$ cat config.mk
export PLATFORM = sky130hd
export DESIGN_NAME = vend_txn_ctrl
export DESIGN_NICKNAME = d
export VERILOG_FILES = /design/src/rtl/vend_txn_ctrl.sv
export SDC_FILE = /design/constraint.sdc
export NUM_CORES = 1
export LEC_CHECK = 0
export CORE_UTILIZATION = 40
export DETAILED_ROUTE_END_ITERATION = 6
export PLACE_DENSITY = 0.68
export SLEW_MARGIN = 20
export SYNTH_ARGS = -nofsm -noshare
export SYNTH_HDL_FRONTEND = slang
export SYNTH_SLANG_ARGS = --single-unit
$ cat constraint.sdc
create_clock -name clock -period 4.4 [get_ports clock]
set_input_delay 0.88 -clock clock [delete_from_list [all_inputs] [get_ports clock]]
set_output_delay 0.88 -clock clock [all_outputs]
set_load 0.02 [all_outputs]
$ cat src/rtl/vend_txn_ctrl.sv
// vend_txn_ctrl: single-purchase vending transaction controller.
// Latches a one-hot item selection and gates the coin mechanism while collecting.
// Accumulates nickel/dime credit in one shared register and pulses dispense.
// Returns change or refunds one nickel at a time (one cycle high, one cycle low).
module vend_txn_ctrl #(
  parameter int unsigned PRICE0   = 15,
  parameter int unsigned PRICE1   = 25,
  parameter int unsigned PRICE2   = 30,
  parameter int unsigned PRICE3   = 35,
  parameter int unsigned TIMEOUT  = 1000,
  parameter int unsigned CREDIT_W = 6
) (
  input  logic                clock,
  input  logic                reset_n,
  input  logic [3:0]          item_sel,
  input  logic                select_valid,
  input  logic                nickel_in,
  input  logic                dime_in,
  input  logic                cancel,
  output logic                coin_enable,
  output logic                dispense,
  output logic                nickel_out,
  output logic                busy,
  output logic                select_error,
  output logic [CREDIT_W-1:0] credit,
  output logic [1:0]          item_id
);

  localparam int unsigned TIMER_W = $clog2(TIMEOUT);

  typedef enum logic [2:0] {
    S_IDLE,
    S_COLLECT,
    S_VEND,
    S_CHG_PULSE,
    S_CHG_GAP
  } state_t;

  state_t              state;
  state_t              next_state;
  logic [TIMER_W-1:0]  timer;
  logic [CREDIT_W-1:0] price;
  logic [CREDIT_W-1:0] next_credit;
  logic                coin_seen;
  logic                timed_out;
  logic                sel_onehot;
  logic [1:0]          sel_index;

  // Decode the front-panel request into a validity flag and an item index.
  always_comb begin
    sel_onehot = 1'b1;
    sel_index  = 2'd0;
    case (item_sel)
      4'b0001: sel_index = 2'd0;
      4'b0010: sel_index = 2'd1;
      4'b0100: sel_index = 2'd2;
      4'b1000: sel_index = 2'd3;
      default: sel_onehot = 1'b0;
    endcase
  end

  // Price of the latched item; item_id only changes on an accepted select.
  always_comb begin
    price = CREDIT_W'(PRICE0);
    case (item_id)
      2'd0: price = CREDIT_W'(PRICE0);
      2'd1: price = CREDIT_W'(PRICE1);
      2'd2: price = CREDIT_W'(PRICE2);
      2'd3: price = CREDIT_W'(PRICE3);
      default: price = CREDIT_W'(PRICE0);
    endcase
  end

  // Credit after this cycle's coins; a nickel and a dime together add 15.
  always_comb begin
    coin_seen   = nickel_in | dime_in;
    next_credit = credit
                + (nickel_in ? CREDIT_W'(5)  : CREDIT_W'(0))
                + (dime_in   ? CREDIT_W'(10) : CREDIT_W'(0));
    timed_out   = !coin_seen && (timer == TIMER_W'(TIMEOUT - 1));
  end

  // State register.
  always_ff @(posedge clock) begin
    // NOTE: sequential state uses non-blocking assignments so every register
    // samples pre-edge values regardless of block ordering.
    if (!reset_n) state <= S_IDLE;
    else          state <= next_state;
  end

  // Next-state logic; cancel outranks timeout, which outranks reaching the price.
  always_comb begin
    // NOTE: default assignment first so no path leaves next_state unassigned,
    // which would otherwise infer a latch.
    next_state = state;
    case (state)
      S_IDLE: begin
        if (select_valid && sel_onehot) next_state = S_COLLECT;
      end
      S_COLLECT: begin
        if (cancel || timed_out)
          next_state = (next_credit != '0) ? S_CHG_PULSE : S_IDLE;
        else if (next_credit >= price)
          next_state = S_VEND;
      end
      S_VEND:      next_state = (credit > price) ? S_CHG_PULSE : S_IDLE;
      S_CHG_PULSE: next_state = S_CHG_GAP;
      S_CHG_GAP:   next_state = (credit == '0) ? S_IDLE : S_CHG_PULSE;
      default:     next_state = S_IDLE;
    endcase
  end

  // Moore outputs decoded from the state register.
  always_comb begin
    coin_enable = (state == S_COLLECT);
    dispense    = (state == S_VEND);
    nickel_out  = (state == S_CHG_PULSE);
    busy        = (state != S_IDLE);
  end

  // Shared credit datapath, coin-idle timer, latched item and select error flag.
  always_ff @(posedge clock) begin
    // NOTE: the datapath takes the same synchronous reset as the FSM, so a
    // reset mid-transaction drops credit without paying any change.
    if (!reset_n) begin
      credit       <= '0;
      timer        <= '0;
      item_id      <= 2'd0;
      select_error <= 1'b0;
    end else begin
      select_error <= (state == S_IDLE) && select_valid && !sel_onehot;
      case (state)
        S_IDLE: begin
          if (select_valid && sel_onehot) begin
            item_id <= sel_index;
            credit  <= '0;
            timer   <= '0;
          end
        end
        S_COLLECT: begin
          credit <= next_credit;
          timer  <= coin_seen ? '0 : timer + TIMER_W'(1);
        end
        S_VEND:      credit <= credit - price;
        S_CHG_PULSE: credit <= credit - CREDIT_W'(5);
        default: ;
      endcase
    end
  end

endmodule

==> results of run 1 <==
-- metrics by stage --
step                hold slack, ns  instance area, um2
floorplan                    0.424                1940
global placement             0.448                2200
detailed placement           0.461                2200
CTS                          0.472                2270
global route                 0.518                2270
finish                       0.473                2270
-- power by group through the flow --
| stage | logic (W) | registers, W | clock network, W |
|---|---|---|---|
| 2_1_floorplan | 0.000512 | 0.000304 | 0 |
| 3_3_place_gp | 0.000721 | 0.000316 | 0 |
| 3_5_place_dp | 0.000725 | 0.000314 | 0 |
| 4_1_cts | 0.000728 | 0.000310 | 0.000196 |
| 5_1_grt | 0.000817 | 0.000318 | 0.000205 |
| 6_report | 0.000733 | 0.000311 | 0.000193 |
-- logic make-up (layout without fill, tap and decap cells) --
| logic type | Yosys count | in the layout | synth area share (%) |
|---|---|---|---|
| AND/OR/NAND/NOR | 75 | 75 | 21.3 |
| adder cells (fa/ha/maj) | 25 | 25 | 16.9 |
| flip-flops | 22 | 22 | 22.7 |
| XOR/XNOR | 11 | 11 | 4.97 |
| AO/OA/AOI/OAI | 80 | 80 | 27.2 |
| multiplexers | 4 | 4 | 2.07 |
| buffers and inverters | 23 | 45 | 4.78 |
-- path summary, 6_finish.rpt --
| check | start | slack (ns) | endpoint | cells after the start |
|---|---|---|---|---|
| max | nickel_in | 0.93 | state[1] | 12 |
| min | timer[8] | 0.47 | timer[8] | 1 |
| max reg2reg | credit[0] | 1.60 | state[1] | 11 |
| min reg2reg | timer[8] | 0.47 | timer[8] | 1 |
-- sequential cells by signal, summed over array words and instances (netlist names) --
name / flops
state: 3
item_id: 2
credit: 6
timer: 10
select_error: 1
-- worst max-delay path: cells and delay by family --
family	cells	cell delay, ns
compound gates	4	0.66
xor+xnor	1	0.22
fa+ha+maj	3	0.89
buf+inv	2	0.58
simple gates	2	0.36
-- area by class of cell --
class / instances / area (um2)
sequential: 22 / 440
multi-input combinational: 195 / 1400
timing repair buffer: 22 / 220
tap: 52 / 65.1
clock inverter: 1 / 30.0
fill: 446 / 2230
clock buffer: 3 / 41.3
inverter: 19 / 71.3
-- placed cells by master (no fill, tap or decap), drive strengths merged, types with 2 or more instances in the layout --
master and n:
nor3b 3, and2 2, clkbuf 3, o21a 2
o31ai 2, and3 7, nand4 2, a211oi 3
a21o 2, nand3b 4, nand2 8, a2111oi 2
nor2 20, nor4 2, xnor2 9, inv 19
ha 23, dfxtp 22, o21ai 23, nor2b 4
or3 3, clkdlybuf4s50 22, nand3 3, a21oi 20
or2 3, xor2 2, a31oi 6, o31a 2
nor3 8, fa 2, a311oi 3, nand2b 2
mux2i 4
-- layer usage --
layer / vias to the layer above / share of wire, %
met5: - / 0
met4: 0 / 1.6
met3: 6 / 5.6
met2: 65 / 44
met1: 878 / 49
li1: 945 / -
==> impl_metrics.yaml, run 1 <==
sta:
  period_share_pct: 79.0
  setup_viol: 0
  clock.fmax_ghz: 0.288
  finalSetupTns_ns: 0
  skew_ns: 0.00290
  hold_viol: 0
  fin_ws_ns: 0.926
  rsz0062_at_grt: "false"
  fin_crit_ns: 3.47
  tightest_slew_ns: 0.878
  slew_violations: 0
  relSlewSlack_pct: 41.0
flow_run:
  maxCapViolCount: 0
grt:
  grt_overflow: 0
  met3_usage_pct: 3.80
  use_met1_pct: 30.7
  grt_pass1_wl_mm: 8.40
  grt_max_degree: 15
  antenna_found_initial: 0
  met2_usage_pct: 30.9
  top_usage_layer: "met2"
  grt_usage_pct: 20.6
  grt_pass1_vias: 1717
placed_design:
  gp_congestion: 0.899
  dp_cells: 310
  portBuffers: 22
  pre_cts_ws_ns: 0.717
  dp_hpwl_mm: 3.71
clock_tree:
  cts_tree: "built"
  post_cts_resize_count: 0
  clock_sinks: 22
  cts_setup_buffers: 0
  hold_buffers: 0
  clock_latency_ns: 0.27
  clkTransAtPathRegs_ns: 0.09
  root_buffer: "clkbuf_8"
  cts_inserted_buffers: 3
  ctsLongestPathBuffers: 2
  h-tree-depth: 1
yosys:
  syn_area_um2: 1940
  synth-seq-cells: 22
  syn_inst: 240
  syn_area_per_cell_um2: 8.07
  synthesis.nets: 275
  yosysUniqueCellTypes: 58
  synth_edf_count: 0
  synthTopCellsByCount: "ha_1 (23), o21ai_0 (23), dfxtp_1 (22)"
  synth_ff_type: "dfxtp_1"
  yosysTopAreaCell: "dfxtp_1"
  ys_seq_area_share_pct: 22.7
  yosysTopAreaCellShare_pct: 22.7
  synth-async-reset-ratio_pct: 0
  synthTopCellsByArea: "dfxtp_1 (23%), ha_1 (15%), o21ai_0 (5.9%)"
  yosys_warnings: 0
power_and_ir_drop:
  p_switching_w: 0.000558
  p_seq_share_pct: 25.1
  internal_power_w: 0.000679
  ir_worst_vdd_mv: 0.218
  pwr-share-clk_pct: 15.6
  p_comb_share_pct: 59.3
  total_power_w: 0.00124
  p_per_area_nw_per_um2: 544
  switching_share_pct: 45.1
  power_leakage_nw: 0.876
worst_setup_path:
  required_ns: 4.55
  crit_path_max_incr_delay_ns: 0.53
  slowest_stage: "clkdlybuf4s50_1"
  worstPathArrival_ns: 3.62
  worstPathCellList: "clkdlybuf4s50_1 -> ha_1 -> inv_1 -> fa_1 -> nand2b_1 -> a21oi_1 -> xnor2_1 -> ha_1 -> a21o_1 -> a211oi_1 -> and3_1 -> a211oi_1"
  cp-start-kind: "input port"
  crit_type: "in2reg"
  end_kind: "flip-flop"
  path_max_fanout: 4
drt:
  first_pass_iters: 4
  first_iter_violations: 127
  routed_wl_mm: 4.89
  via_per_inst: 6.03
  wl_per_cell_um: 15.6
  route.antenna.remaining_nets: 0
  drc: 0
  vias: 1894
layout:
  layout-drive-gt1-share_pct: 5.34
  diodes: 0
  stdcell_count: 314
  final_net_count: 298
  final_util_pct: 50.4
  area_growth_pct: 17.3
die:
  ios: 23
  die_area_um2: 5120
  die_y_um: 71.6
  initial_core_util_pct: 43.0
  rows: 24
  die_w_um: 71.6
  placeableCoreArea_um2: 4500
status:
  status: "completed"
hold_path:
  hold_class: "reg2reg"
(Power assumes the default switching activity.)
==> run 2, diff against run 1 <==
--- a/config.mk
+++ b/config.mk
@@ -7,7 +7,7 @@
 export LEC_CHECK = 0
 export CORE_UTILIZATION = 40
 export DETAILED_ROUTE_END_ITERATION = 6
-export PLACE_DENSITY = 0.68
+export PLACE_DENSITY = 0.71
 export SLEW_MARGIN = 20
 export SYNTH_ARGS = -nofsm -noshare
 export SYNTH_HDL_FRONTEND = slang
==> constraint.sdc (replaced) <==
create_clock -name clock -period 2.9 [get_ports clock]
set_input_delay 0.58 -clock clock [delete_from_list [all_inputs] [get_ports clock]]
set_output_delay 0.58 -clock clock [all_outputs]
set_load 0.02 [all_outputs]
==> run 2 against run 1 <==
Effect of this change: power is 68% higher; worst setup slack worse by 0.82 ns; via count is 5.1% higher; combinational power is 83% higher; register-to-register slack worse by 1.4 ns; critical path type unchanged; critical endpoint unchanged.
==> impl_metrics.yaml, run 2 (synthesized netlist as in run 1, its figures left out) <==
status:
  status: "completed"
grt:
  met3_usage_pct: 3.09
  grt_max_degree: 15
  met2_usage_pct: 35.6
  top_usage_layer: "met2"
  grt_usage_pct: 21.7
  antenna_found_initial: 0
  grt_pass1_vias: 1873
  use_met1_pct: 29.3
  grt_pass1_wl_mm: 8.78
  grt_overflow: 0
power_and_ir_drop:
  pwr-share-clk_pct: 14.2
  p_seq_share_pct: 21.4
  internal_power_w: 0.00117
  p_switching_w: 0.000915
  total_power_w: 0.00208
  p_per_area_nw_per_um2: 850
  power_leakage_nw: 0.992
  switching_share_pct: 43.9
  ir_worst_vdd_mv: 0.377
  p_comb_share_pct: 64.3
layout:
  stdcell_count: 333
  reg_top3: "timer (10), credit (6), state (3)"
  diodes: 0
  layout_commonest_cell: "o21ai_0"
  final_cell_mix: "o21ai_0 (23), ha_1 (22), dfxtp_1 (22)"
  final_net_count: 317
  final_util_pct: 54.4
  layout-drive-gt1-share_pct: 13.9
  area_growth_pct: 26.6
  largest_reg_flops: 10
  top_register: "timer"
clock_tree:
  root_buffer: "clkbuf_8"
  cts_inserted_buffers: 3
  cts_setup_buffers: 0
  h-tree-depth: 1
  clock_latency_ns: 0.27
  cts_tree: "built"
  clock_sinks: 22
  ctsLongestPathBuffers: 2
  hold_buffers: 0
  clkTransAtPathRegs_ns: 0.08
die:
  die_area_um2: 5120
  die_y_um: 71.6
  ios: 23
  die_w_um: 71.6
  initial_core_util_pct: 43.0
  rows: 24
  placeableCoreArea_um2: 4500
placed_design:
  dp_hpwl_mm: 3.94
  dp_cells: 329
  portBuffers: 22
  gp_congestion: 0.892
sta:
  relSlewSlack_pct: 57.8
  tightest_slew_ns: 0.630
  slew_violations: 0
  period_share_pct: 96.4
  skew_ns: 0.00954
  rsz0062_at_grt: "false"
  clock.fmax_ghz: 0.358
  hold_viol: 0
  fin_crit_ns: 2.80
  setup_viol: 0
drt:
  route.antenna.remaining_nets: 0
  via_per_inst: 5.98
  routed_wl_mm: 5.23
  wl_per_cell_um: 15.7
  drc: 0
  vias: 1991
  first_pass_iters: 5
  first_iter_violations: 105
worst_setup_path:
  path_max_fanout: 2
  worstPathArrival_ns: 2.93
  cp-start-kind: "input port"
  end_kind: "flip-flop"
  r2r_start: "item_id[1]"
  timing.rr.end: "credit[4]"
  ff2ff_setup_slack_ns: 0.24
  required_ns: 3.03
  crit_type: "in2reg"
  r2r_cells: 9
hold_path:
  hp-start: "timer[8]"
  hold_path_end: "timer[8]"
  hold_class: "reg2reg"
  hold_depth: 1
flow_run:
  maxCapViolCount: 0
-- run 2: area by class of cell --
| class | instances | area, um2 |
|---|---|---|
| Fill cell | 436 | 2050 |
| Multi-Input combinational cell | 195 | 1440 |
| Sequential cell | 22 | 440 |
| Timing Repair Buffer | 41 | 362 |
| Inverter | 19 | 71.3 |
| Tap cell | 52 | 65.1 |
| Clock buffer | 3 | 41.3 |
| Clock inverter | 1 | 30.0 |
-- run 2: per-layer routing --
layer / part of all wire [%] / vias up / wire length, um
li1: - / 983 / -
met1: 46 / 917 / 2400
met2: 45 / 79 / 2370
met3: 6.7 / 12 / 348
met4: 2.0 / 0 / 104
met5: 0 / - / 0
-- run 2: worst max path at each step --
| stage | from | endpoint | slack [ns] | depth (start not counted) |
|---|---|---|---|---|
| finish | dime_in | state[1] | 0.10 | 11 |
| global route | dime_in | state[1] | 0.03 | 9 |
| CTS | dime_in | state[1] | 0.11 | 11 |
| detailed placement | nickel_in | state[0] | -0.47 | 12 |
| global placement | nickel_in | state[1] | -0.33 | 12 |
| floorplan | nickel_in | state[1] | 0.22 | 11 |
-- run 2: metrics by stage --
step	TNS [ns]	worst slack, ns	hold slack, ns	cell area [um2]
floorplan	0	0.222	0.424	1940
global placement	-0.647	-0.327	0.451	2340
detailed placement	-0.922	-0.471	0.465	2340
CTS	0	0.115	0.476	2450
global route	0	0.0276	0.503	2450
finish	0	0.103	0.481	2450
-- run 2: power by group through the flow --
| stage | sequential [W] | clock, W | combinational (W) |
|---|---|---|---|
| after CTS | 0.000445 | 0.000295 | 0.00132 |
| after floorplan | 0.000462 | 0 | 0.000776 |
| after global routing | 0.000455 | 0.000312 | 0.00147 |
| final | 0.000446 | 0.000296 | 0.00134 |
| after detailed placement | 0.000451 | 0 | 0.00127 |
| after global placement | 0.000451 | 0 | 0.00125 |
-- run 2: what timing repair did --
| item | in CTS | in global routing |
|---|---|---|
| gates resized for setup | 8 | 1 |
| gates cloned | 0 | 0 |
| pin swaps | 5 | 0 |
| setup endpoints to repair | 2 | 1 |
-- run 2: worst max-delay path, cell delays in order --
cell and delay, ns:
clkdlybuf4s50_1 0.48, inv_1 0.06, fa_2 0.39, nand2b_4 0.16
a21oi_4 0.16, xnor2_2 0.15, ha_1 0.28, a21o_1 0.19
a211oi_2 0.21, and3_1 0.20, a211oi_1 0.05
==> run 3, diff against run 2 <==
--- a/config.mk
+++ b/config.mk
@@ -7,7 +7,8 @@
 export LEC_CHECK = 0
 export CORE_UTILIZATION = 40
 export DETAILED_ROUTE_END_ITERATION = 6
-export PLACE_DENSITY = 0.71
+export PLACE_DENSITY = 0.68
+export SKIP_LAST_GASP = 1
 export SLEW_MARGIN = 20
 export SYNTH_ARGS = -nofsm -noshare
 export SYNTH_HDL_FRONTEND = slang
==> constraint.sdc (replaced) <==
create_clock -name clock -period 2.6 [get_ports clock]
set_input_delay 0.52 -clock clock [delete_from_list [all_inputs] [get_ports clock]]
set_output_delay 0.52 -clock clock [all_outputs]
set_load 0.02 [all_outputs]
==> run 3 against run 2 <==
Effect of this change: clock power grew 13%; global-route usage rose by 0.88 points; flip-flop and latch count unchanged; critical path depth fell by 8; sequential share of layout area decreased by 0.60 points; combinational power rose by 19%.
==> impl_metrics.yaml, run 3 (synthesized netlist as in run 1, its figures left out) <==
power_and_ir_drop:
  switching_share_pct: 43.3
  power_leakage_nw: 1.06
  pwr-share-clk_pct: 13.9
  p_switching_w: 0.00104
  internal_power_w: 0.00136
  p_per_area_nw_per_um2: 945
  p_seq_share_pct: 19.6
  p_comb_share_pct: 66.5
  ir_worst_vdd_mv: 0.395
worst_setup_path:
  slowest_stage: "clkdlybuf4s50_1"
  required_ns: 2.08
  worstPathArrival_ns: 1.93
  cp-start-kind: "flip-flop"
  path_max_fanout: 9
  worstPathCellList: "nand2b_1 -> nor2_1 -> clkdlybuf4s50_1"
  r2r_cells: 11
  end_kind: "output port"
  crit_type: "reg2out"
  crit_path_max_incr_delay_ns: 0.64
layout:
  reg_top3: "timer (10), credit (6), state (3)"
  area_growth_pct: 31.3
  layout_commonest_cell: "buf_4"
  largest_reg_flops: 10
  diodes: 0
  layout-drive-gt1-share_pct: 19.2
  final_net_count: 327
  final_util_pct: 56.5
  final_cell_mix: "buf_4 (29), o21ai_0 (23), ha_1 (22)"
  top_register: "timer"
clock_tree:
  cts_inserted_buffers: 3
  clock_latency_ns: 0.27
  root_buffer: "clkbuf_8"
  ctsLongestPathBuffers: 2
  h-tree-depth: 1
  clock_sinks: 22
  cts_tree: "built"
  hold_buffers: 0
  clkTransAtPathRegs_ns: 0.09
drt:
  first_pass_iters: 5
  wl_per_cell_um: 15.4
  vias: 1996
  route.antenna.remaining_nets: 0
  via_per_inst: 5.82
  routed_wl_mm: 5.29
  drc: 0
  first_iter_violations: 129
die:
  placeableCoreArea_um2: 4500
  initial_core_util_pct: 43.0
  die_w_um: 71.6
  die_area_um2: 5120
  ios: 23
  rows: 24
  die_y_um: 71.6
grt:
  grt_usage_pct: 22.6
  grt_overflow: 0
  grt_pass1_vias: 1951
  antenna_found_initial: 0
  grt_max_degree: 15
  grt_pass1_wl_mm: 9.26
hold_path:
  hold_depth: 1
  hold_class: "reg2reg"
placed_design:
  gp_congestion: 0.853
  dp_hpwl_mm: 4.10
  portBuffers: 22
status:
  status: "completed"
sta:
  tightest_slew_ns: 0.485
  relSlewSlack_pct: 67.4
  hold_viol: 0
  period_share_pct: 94.1
  clock.fmax_ghz: 0.409
  fin_crit_ns: 2.45
  rsz0062_at_grt: "true"
  setup_viol: 0
  skew_ns: 0.00226
  slew_violations: 0
  finalSetupTns_ns: 0
flow_run:
  maxCapViolCount: 0
-- run 3: final timing paths --
check / from / endpoint / slack (ns)
setup / recovery: state[1] / nickel_out / 0.15
hold / removal: timer[8] / timer[8] / 0.47
setup reg to reg: item_id[0] / credit[4] / 0.20
hold reg to reg: timer[8] / timer[8] / 0.47
-- run 3: cell type report --
class	instances	area (um2)
flip-flops and latches	22	442
clock inverters	1	30.0
clock buffers	3	41.3
well taps	52	65.1
fillers	442	1960
multi-input cells	195	1460
inverters	19	71.3
repair buffers	51	435
-- run 3: routing by layer --
metal  global-route usage, %  vias up  part of all wire (%)
met1                    31.8      917                    47
li1                        -     1002                     -
met5                       0        -                     0
met2                    36.1       65                    44
met4                    7.84        0                   2.2
met3                    2.53       12                   6.0
-- run 3: critical path, delay by kind of cell (launching register included) --
kind | cells | cell delay (ns)
flip-flops | 1 | 0.57
buffers and inverters | 1 | 0.64
AND/OR/NAND/NOR | 2 | 0.44
-- run 3: timing repair --
item                       in CTS  in global routing
buffers inserted                2                  0
gates resized for setup         7                  9
pin swaps                       8                  8
setup endpoints to repair       3                  4
-- run 3: power groups by stage --
stage,Clock (W),Sequential (W),Combinational [W]
5_1_grt,0.000345,0.000480,0.00176
6_report,0.000334,0.000470,0.00160
4_1_cts,0.000336,0.000472,0.00156
3_5_place_dp,0,0.000478,0.00149
3_3_place_gp,0,0.000478,0.00147
2_1_floorplan,0,0.000516,0.000877
-- run 3: stage by stage --
| stage | cells | hold WS [ns] | worst slack [ns] | instance area [um2] | power [W] |
|---|---|---|---|---|---|
| detailed placement | 337 | 0.453 | -0.673 | 2410 | 0.00197 |
| finish | 343 | 0.465 | 0.154 | 2540 | 0.00240 |
| CTS | 343 | 0.466 | 0.0190 | 2530 | 0.00237 |
| global placement | 337 | 0.453 | -0.598 | 2410 | 0.00194 |
| floorplan | 240 | 0.424 | 0.0162 | 1940 | 0.00139 |
| global route | 343 | 0.511 | -0.0491 | 2540 | 0.00259 |
